$ cat config.mk
export PLATFORM = sky130hd
export DESIGN_NAME = dfm_core
export DESIGN_NICKNAME = d
export VERILOG_FILES = /design/src/rtl/dfm_core.sv
export SDC_FILE = /design/constraint.sdc
export NUM_CORES = 1
export LEC_CHECK = 0
export CAP_MARGIN = 20
export CORE_ASPECT_RATIO = 1.4
export CORE_MARGIN = 2
export CORE_UTILIZATION = 30
export CTS_CLUSTER_DIAMETER = 100
export DETAILED_ROUTE_END_ITERATION = 10
export GPL_TIMING_DRIVEN = 0
export SETUP_SLACK_MARGIN = 0.5
export SYNTH_ARGS = -nofsm -noshare
export SYNTH_HDL_FRONTEND = slang
export SYNTH_SLANG_ARGS = --single-unit
$ cat constraint.sdc
create_clock -name clk_i -period 6.1 [get_ports clk_i]
set_input_delay 0.61 -clock clk_i [delete_from_list [all_inputs] [get_ports clk_i]]
set_output_delay 0.61 -clock clk_i [all_outputs]
set_load 0.02 [all_outputs]
$ cat src/rtl/dfm_core.sv
// dfm_core: frequency meter core with SPI command decoder, gated reciprocal counter and byte
// register file. Define DFM_SIG_SYNC_EN to place a 2-FF synchronizer on sig_clk_i.
module dfm_core #(
  parameter logic [7:0]  CMD_CONF_WR   = 8'h2A,
  parameter logic [7:0]  CMD_REG_RD    = 8'h3A,
  parameter logic [31:0] GATE_TIME_RST = 32'd0
) (
  input  logic        clk_i,
  input  logic        rst_n_i,
  input  logic        dc_i,
  input  logic        spi_byte_vld_i,
  input  logic [7:0]  spi_byte_data_i,
  input  logic        sig_clk_i,
  output logic [7:0]  reg_rd_data_o,
  output logic [31:0] reg_gate_time_o
);

  typedef enum logic [1:0] {StIdle, StConfWr, StRegRd} cmd_state_e;
  typedef enum logic [1:0] {MeasIdle, MeasArm, MeasGate} meas_state_e;

  function automatic logic [31:0] sat_inc(input logic [31:0] v);
    return (&v) ? v : v + 32'd1;
  endfunction

  cmd_state_e  cmd_state_q, cmd_state_d;
  meas_state_e meas_state_q, meas_state_d;

  logic [1:0]  wr_addr_q;
  logic [4:0]  rd_addr_q;
  logic [31:0] gate_time_q, gate_time_d;
  logic [7:0]  rd_data_q, rd_byte;
  logic [31:0] rd_word;

  logic        wr_byte_en, rd_inc, wr_addr_clr, rd_addr_clr;

  logic [31:0] gate_len_q, ref_run_q, sig_run_q, seq_run_q;
  logic [31:0] res_ref_q, res_sig_q, res_seq_q;
  logic [31:0] pend_ref_q, pend_sig_q, pend_seq_q;
  logic        pend_vld_q;
  logic        latch_len, gate_start, meas_done, in_rd;
  logic [31:0] done_ref, done_sig, done_seq;

  logic        sig_sync_q, sig_dly_q, sig_edge;

  // ---------------------------------------------------------------------------------------------
  // Signal input conditioning and edge detection
  // ---------------------------------------------------------------------------------------------
`ifdef DFM_SIG_SYNC_EN
  logic sig_meta_q;

  always_ff @(posedge clk_i or negedge rst_n_i) begin
    if (!rst_n_i) begin
      sig_meta_q <= 1'b0;
      sig_sync_q <= 1'b0;
      sig_dly_q  <= 1'b0;
    end else begin
      sig_meta_q <= sig_clk_i;
      sig_sync_q <= sig_meta_q;
      sig_dly_q  <= sig_sync_q;
    end
  end
`else
  always_ff @(posedge clk_i or negedge rst_n_i) begin
    if (!rst_n_i) begin
      sig_sync_q <= 1'b0;
      sig_dly_q  <= 1'b0;
    end else begin
      sig_sync_q <= sig_clk_i;
      sig_dly_q  <= sig_sync_q;
    end
  end
`endif

  assign sig_edge = sig_sync_q & ~sig_dly_q;

  // ---------------------------------------------------------------------------------------------
  // Command FSM
  // ---------------------------------------------------------------------------------------------
  always_ff @(posedge clk_i or negedge rst_n_i) begin
    if (!rst_n_i) begin
      cmd_state_q <= StIdle;
    end else begin
      cmd_state_q <= cmd_state_d;
    end
  end

  always_comb begin
    cmd_state_d = cmd_state_q;
    if (spi_byte_vld_i && !dc_i) begin
      if (spi_byte_data_i == CMD_CONF_WR) begin
        cmd_state_d = StConfWr;
      end else if (spi_byte_data_i == CMD_REG_RD) begin
        cmd_state_d = StRegRd;
      end else begin
        cmd_state_d = StIdle;
      end
    end
  end

  always_comb begin
    wr_byte_en  = spi_byte_vld_i & dc_i & (cmd_state_q == StConfWr);
    rd_inc      = spi_byte_vld_i & dc_i & (cmd_state_q == StRegRd);
    wr_addr_clr = spi_byte_vld_i & ~dc_i & (spi_byte_data_i == CMD_CONF_WR);
    rd_addr_clr = spi_byte_vld_i & ~dc_i & (spi_byte_data_i == CMD_REG_RD);
  end

  always_comb begin
    gate_time_d = gate_time_q;
    if (wr_byte_en) begin
      gate_time_d[{wr_addr_q, 3'b000} +: 8] = spi_byte_data_i;
    end
  end

  always_ff @(posedge clk_i or negedge rst_n_i) begin
    if (!rst_n_i) begin
      wr_addr_q   <= 2'd0;
      rd_addr_q   <= 5'd0;
      gate_time_q <= GATE_TIME_RST;
    end else begin
      gate_time_q <= gate_time_d;
      if (wr_addr_clr) begin
        wr_addr_q <= 2'd0;
      end else if (wr_byte_en) begin
        wr_addr_q <= wr_addr_q + 2'd1;
      end
      if (rd_addr_clr) begin
        rd_addr_q <= 5'd0;
      end else if (rd_inc) begin
        rd_addr_q <= rd_addr_q + 5'd1;
      end
    end
  end

  // ---------------------------------------------------------------------------------------------
  // Read map
  // ---------------------------------------------------------------------------------------------
  always_comb begin
    case (rd_addr_q[4:2])
      3'd0:    rd_word = gate_time_q;
      3'd1:    rd_word = res_ref_q;
      3'd2:    rd_word = res_sig_q;
      3'd3:    rd_word = res_seq_q;
      default: rd_word = 32'd0;
    endcase
    rd_byte = rd_word[{rd_addr_q[1:0], 3'b000} +: 8];
  end

  always_ff @(posedge clk_i or negedge rst_n_i) begin
    if (!rst_n_i) begin
      rd_data_q <= 8'h00;
    end else begin
      rd_data_q <= rd_byte;
    end
  end

  assign reg_rd_data_o   = rd_data_q;
  assign reg_gate_time_o = gate_time_q;

  // ---------------------------------------------------------------------------------------------
  // Measurement FSM
  // ---------------------------------------------------------------------------------------------
  always_ff @(posedge clk_i or negedge rst_n_i) begin
    if (!rst_n_i) begin
      meas_state_q <= MeasIdle;
    end else begin
      meas_state_q <= meas_state_d;
    end
  end

  always_comb begin
    meas_state_d = meas_state_q;
    unique case (meas_state_q)
      MeasIdle: if (gate_time_q != 32'd0) meas_state_d = MeasArm;
      MeasArm:  if (sig_edge) meas_state_d = MeasGate;
      MeasGate: if (sig_edge && (ref_run_q >= gate_len_q)) meas_state_d = MeasIdle;
      default:  meas_state_d = MeasIdle;
    endcase
  end

  always_comb begin
    latch_len  = (meas_state_q == MeasIdle) && (gate_time_q != 32'd0);
    gate_start = (meas_state_q == MeasArm) && sig_edge;
    meas_done  = (meas_state_q == MeasGate) && sig_edge && (ref_run_q >= gate_len_q);
  end

  // The closing edge and its clock are counted in the published result.
  assign done_ref = sat_inc(ref_run_q);
  assign done_sig = sat_inc(sig_run_q);
  assign done_seq = sat_inc(seq_run_q);
  assign in_rd    = (cmd_state_q == StRegRd);

  always_ff @(posedge clk_i or negedge rst_n_i) begin
    if (!rst_n_i) begin
      gate_len_q <= 32'd0;
      ref_run_q  <= 32'd0;
      sig_run_q  <= 32'd0;
      seq_run_q  <= 32'd0;
    end else begin
      if (latch_len) begin
        gate_len_q <= gate_time_q;
      end
      if (gate_start) begin
        ref_run_q <= 32'd0;
        sig_run_q <= 32'd0;
      end else if (meas_state_q == MeasGate) begin
        ref_run_q <= sat_inc(ref_run_q);
        if (sig_edge) begin
          sig_run_q <= sat_inc(sig_run_q);
        end
      end
      if (meas_done) begin
        seq_run_q <= done_seq;
      end
    end
  end

  // Results stay frozen during a register read; the newest completion waits in one pending slot.
  always_ff @(posedge clk_i or negedge rst_n_i) begin
    if (!rst_n_i) begin
      res_ref_q  <= 32'd0;
      res_sig_q  <= 32'd0;
      res_seq_q  <= 32'd0;
      pend_ref_q <= 32'd0;
      pend_sig_q <= 32'd0;
      pend_seq_q <= 32'd0;
      pend_vld_q <= 1'b0;
    end else if (meas_done) begin
      if (in_rd) begin
        pend_ref_q <= done_ref;
        pend_sig_q <= done_sig;
        pend_seq_q <= done_seq;
        pend_vld_q <= 1'b1;
      end else begin
        res_ref_q  <= done_ref;
        res_sig_q  <= done_sig;
        res_seq_q  <= done_seq;
        pend_vld_q <= 1'b0;
      end
    end else if (pend_vld_q && !in_rd) begin
      res_ref_q  <= pend_ref_q;
      res_sig_q  <= pend_sig_q;
      res_seq_q  <= pend_seq_q;
      pend_vld_q <= 1'b0;
    end
  end

endmodule

==> run_results.csv <==
group,metric,value,unit
sta,tightest_slew,1.12,ns
sta,setup_viol,0,
clock_network,hold_buffers,0,
hold_path,hp-class,"primary input to async pin",
sta,post-route-period-util,67.5,%
outcome,status,"completed",
clock_network,cts.clk_slew.worst_paths,0.06,ns
clock_network,cts_made_buffers,38,
floorplan,coreArea,64100,µm²
setup_path,crit_path_end,"res_ref_q[27]",
grt,grt_max_degree,112,
sta,rsz0062_at_grt,"false",
drt,viasPerCell,5.26,
synth,async_reset_ff_share,100,%
setup_path,path_max_fanout,10,
setup_path,crit_type,"flip-flop to flip-flop",
cells_and_area,layout.core_utilization,34.8,%
sta,finClkSkew,0.0220,ns
pwr,combPwrFrac,13.5,%
drt,post-route-drc-count,0,
clock_network,cts_setup_buffers,0,
floorplan,ios,53,
synth,synth_area,19400,µm²
clock_network,cts_root_buf,"clkbuf_16",
drt,routed_wl,61900,µm
cells_and_area,drive_gt1_share,12.0,%
pwr,leakagePower,9.44,nW
sta,slew_headroom,25.1,%
setup_path,slowest_delay,0.86,ns
sta,finalHoldViolCount,0,
synth,synth-edff-count,0,
setup_path,crit_path_frequent_cell,"o31ai_1",
drt,num_vias,15150,
synth,ys_seq_area_share,48.3,%
cells_and_area,n_fill_cell,6452,
cells_and_area,multi_input_area,9250,µm²
cells_and_area,mostFrequentLayoutCell,"dfrtp_1",
grt,gr-total-overflow,0,
setup_path,setup.worst_path.end_class,"flip-flop",
setup_path,reg2reg_from,"ref_run_q[26]",
pwr,clkPwrFrac,41.0,%
grt,grt_first_pass_wirelength,94200,µm
pwr,netSwitchingFraction,28.0,%
clock_network,cts_tree,"built",
floorplan,die_h,305,µm
clock_network,cts.htree.levels,2,
clock_network,clk_latency,0.55,ns
setup_path,cp_slowest_cell,"o31ai_1",
setup_path,crit_chain,"ha_1 > nand4_1 > nor2_1 > a221oi_1 > a31oi_1 > o31ai_1 > buf_2 > clkbuf_1 > o31ai_1",
cells_and_area,most-common-layout-cells,"374 x dfrtp_1, 325 x nand2_1, 144 x o21ai_0",
floorplan,die_area,66600,µm²
setup_path,r2r_end,"res_ref_q[27]",
synth,syn_inst,1914,
pwr,p_int,4.22,mW
setup_path,cp.required,6.50,ns
clock_network,clk_path_buf_depth,3,
cells_and_area,synthToLayoutAreaGrowth,15.2,%
sta,period_needed,4.12,ns
placed_design,hpwl,47300,µm
grt,grt_pass1_vias,15173,
floorplan,initial_utilization,30.2,%
synth,ys_types,61,
synth,synth_area_per_cell,10.1,µm²
drt,wl_per_cell,21.5,µm
pwr,total_power,5.86,mW
pwr,power_density,263,nW/µm²
synth,synth.net_count,1968,
sta,max_clock_freq,243,MHz
floorplan,die_x,219,µm
setup_path,rrSetupSlack,1.98,ns
setup_path,arrival,4.51,ns
synth,ys_warn_count,0,
setup_path,cp-startpoint,"ref_run_q[26]",
drt,drtIter0Drc,1343,
job,max_cap_violations,0,
clock_network,clock-sinks,374,
grt,grt.total_usage,18.7,%
clock_network,ctsResizeCount,0,
cells_and_area,regArea,9360,µm²
pwr,power.switching,1.64,mW
drt,dr.pass1.iters,7,
drt,ant_nets,0,
placed_design,portBuffers,52,
sta,slew_viol_final,0,
setup_path,worstRegToRegCells,9,
synth,ys.flop_type,"dfrtp_1",
floorplan,core.rowCount,110,
placed_design,gp_congestion,0.994,
pwr,peakVddDrop,0.187,mV
cells_and_area,fin_nets,2063,
grt,antenna_found_initial,2,
synth,synth_seq_cells,374,
pwr,seq_power_share,45.5,%
setup_path,start_kind,"flip-flop",
==> worst min-delay path by stage <==
stage                     slack (ns)  depth (start not counted)       start        endpoint
after floorplan                 0.31                          0     rst_n_i  cmd_state_q[0]
after global placement          0.41                          0  sig_sync_q       sig_dly_q
after detailed placement        0.40                          0  sig_sync_q       sig_dly_q
after CTS                       0.05                          1     rst_n_i   sig_run_q[10]
after global routing            0.07                          1     rst_n_i   sig_run_q[10]
final                           0.05                          1     rst_n_i   sig_run_q[10]
==> synth_stat cells (all sizes together) (24+ instances only) <==
cell	count	area share (%)
and2	31	1.0
buf	39	1.6
xor2	52	2.4
a21oi	42	1.1
mux2	101	5.9
nand4	44	1.4
dfrtp	374	48
nand3	46	1.2
nand2	326	6.3
mux4	34	4.0
xnor2	60	2.7
ha	41	2.6
inv	55	1.1
and3	24	0.78
clkbuf	65	1.3
o21ai	205	5.3
mux2i	71	3.7
nor2	108	2.1
o31ai	38	1.5
==> critical path: cells and delay by family (launching register included) <==
family / cells / cell delay [ns]
AOI/OAI and AO/OA: 4 / 1.79
adders and majority gates: 1 / 0.35
buffers and inverters: 2 / 0.95
and+or+nand+nor: 2 / 0.22
DFF: 1 / 0.64
==> per-stage QoR <==
stage,hold WS [ns],cell area [µm²],worst slack (ns),setup TNS (ns),instances
CTS,0.0536,22300,2.07,0,2878
finish,0.0476,22300,1.98,0,2880
detailed placement,0.396,21000,2.10,0,2809
global placement,0.413,20900,-11.97,-4455.77,2806
floorplan,0.314,19400,3.37,0,1914
global route,0.0743,22300,1.93,0,2878
==> kinds of logic (layout without fill, tap and decap cells) <==
group / count (synthesis) / in the layout / share of synthesized area, %
buffers and inverters: 159 / 283 / 3.90
DFF: 374 / 374 / 48.3
and+or+nand+nor: 679 / 679 / 16.4
xor gates and xnor gates: 112 / 112 / 5.07
muxes: 206 / 206 / 13.5
AOI/OAI and AO/OA: 343 / 343 / 10.2
adders and majority gates: 41 / 41 / 2.65
other: 0 / 2 / 0
==> cell type report <==
cell class | count | area share (%)
Clock inverter | 10 | 0.359
Clock buffer | 59 | 5.39
Antenna cell | 2 | 0.0224
Sequential cell | 374 | 41.9
Timing Repair Buffer | 55 | 2.73
Buffer | 104 | 2.46
Multi-Input combinational cell | 1381 | 41.5
Tap cell | 840 | 4.71
Inverter | 55 | 0.925
==> power groups by stage <==
stage / combinational [mW] / clock [mW] / sequential (mW)
floorplan: 0.494 / 0 / 2.67
global placement: 0.770 / 0 / 2.71
detailed placement: 0.787 / 0 / 2.70
CTS: 0.790 / 2.45 / 2.66
global route: 0.869 / 2.54 / 2.67
finish: 0.792 / 2.40 / 2.67
==> routing by layer <==
metal / vias up / wire (µm) / GRT usage [%] / part of all wire [%]
met5: - / 13 / 0 / 0.021
met4: 2 / 4940 / 12.6 / 8.0
met3: 177 / 2940 / 2.62 / 4.8
met2: 533 / 31200 / 33.2 / 50
met1: 7520 / 22800 / 20.3 / 37
li1: 6918 / - / - / -
Note: power is estimated with default switching activity, not from simulation.
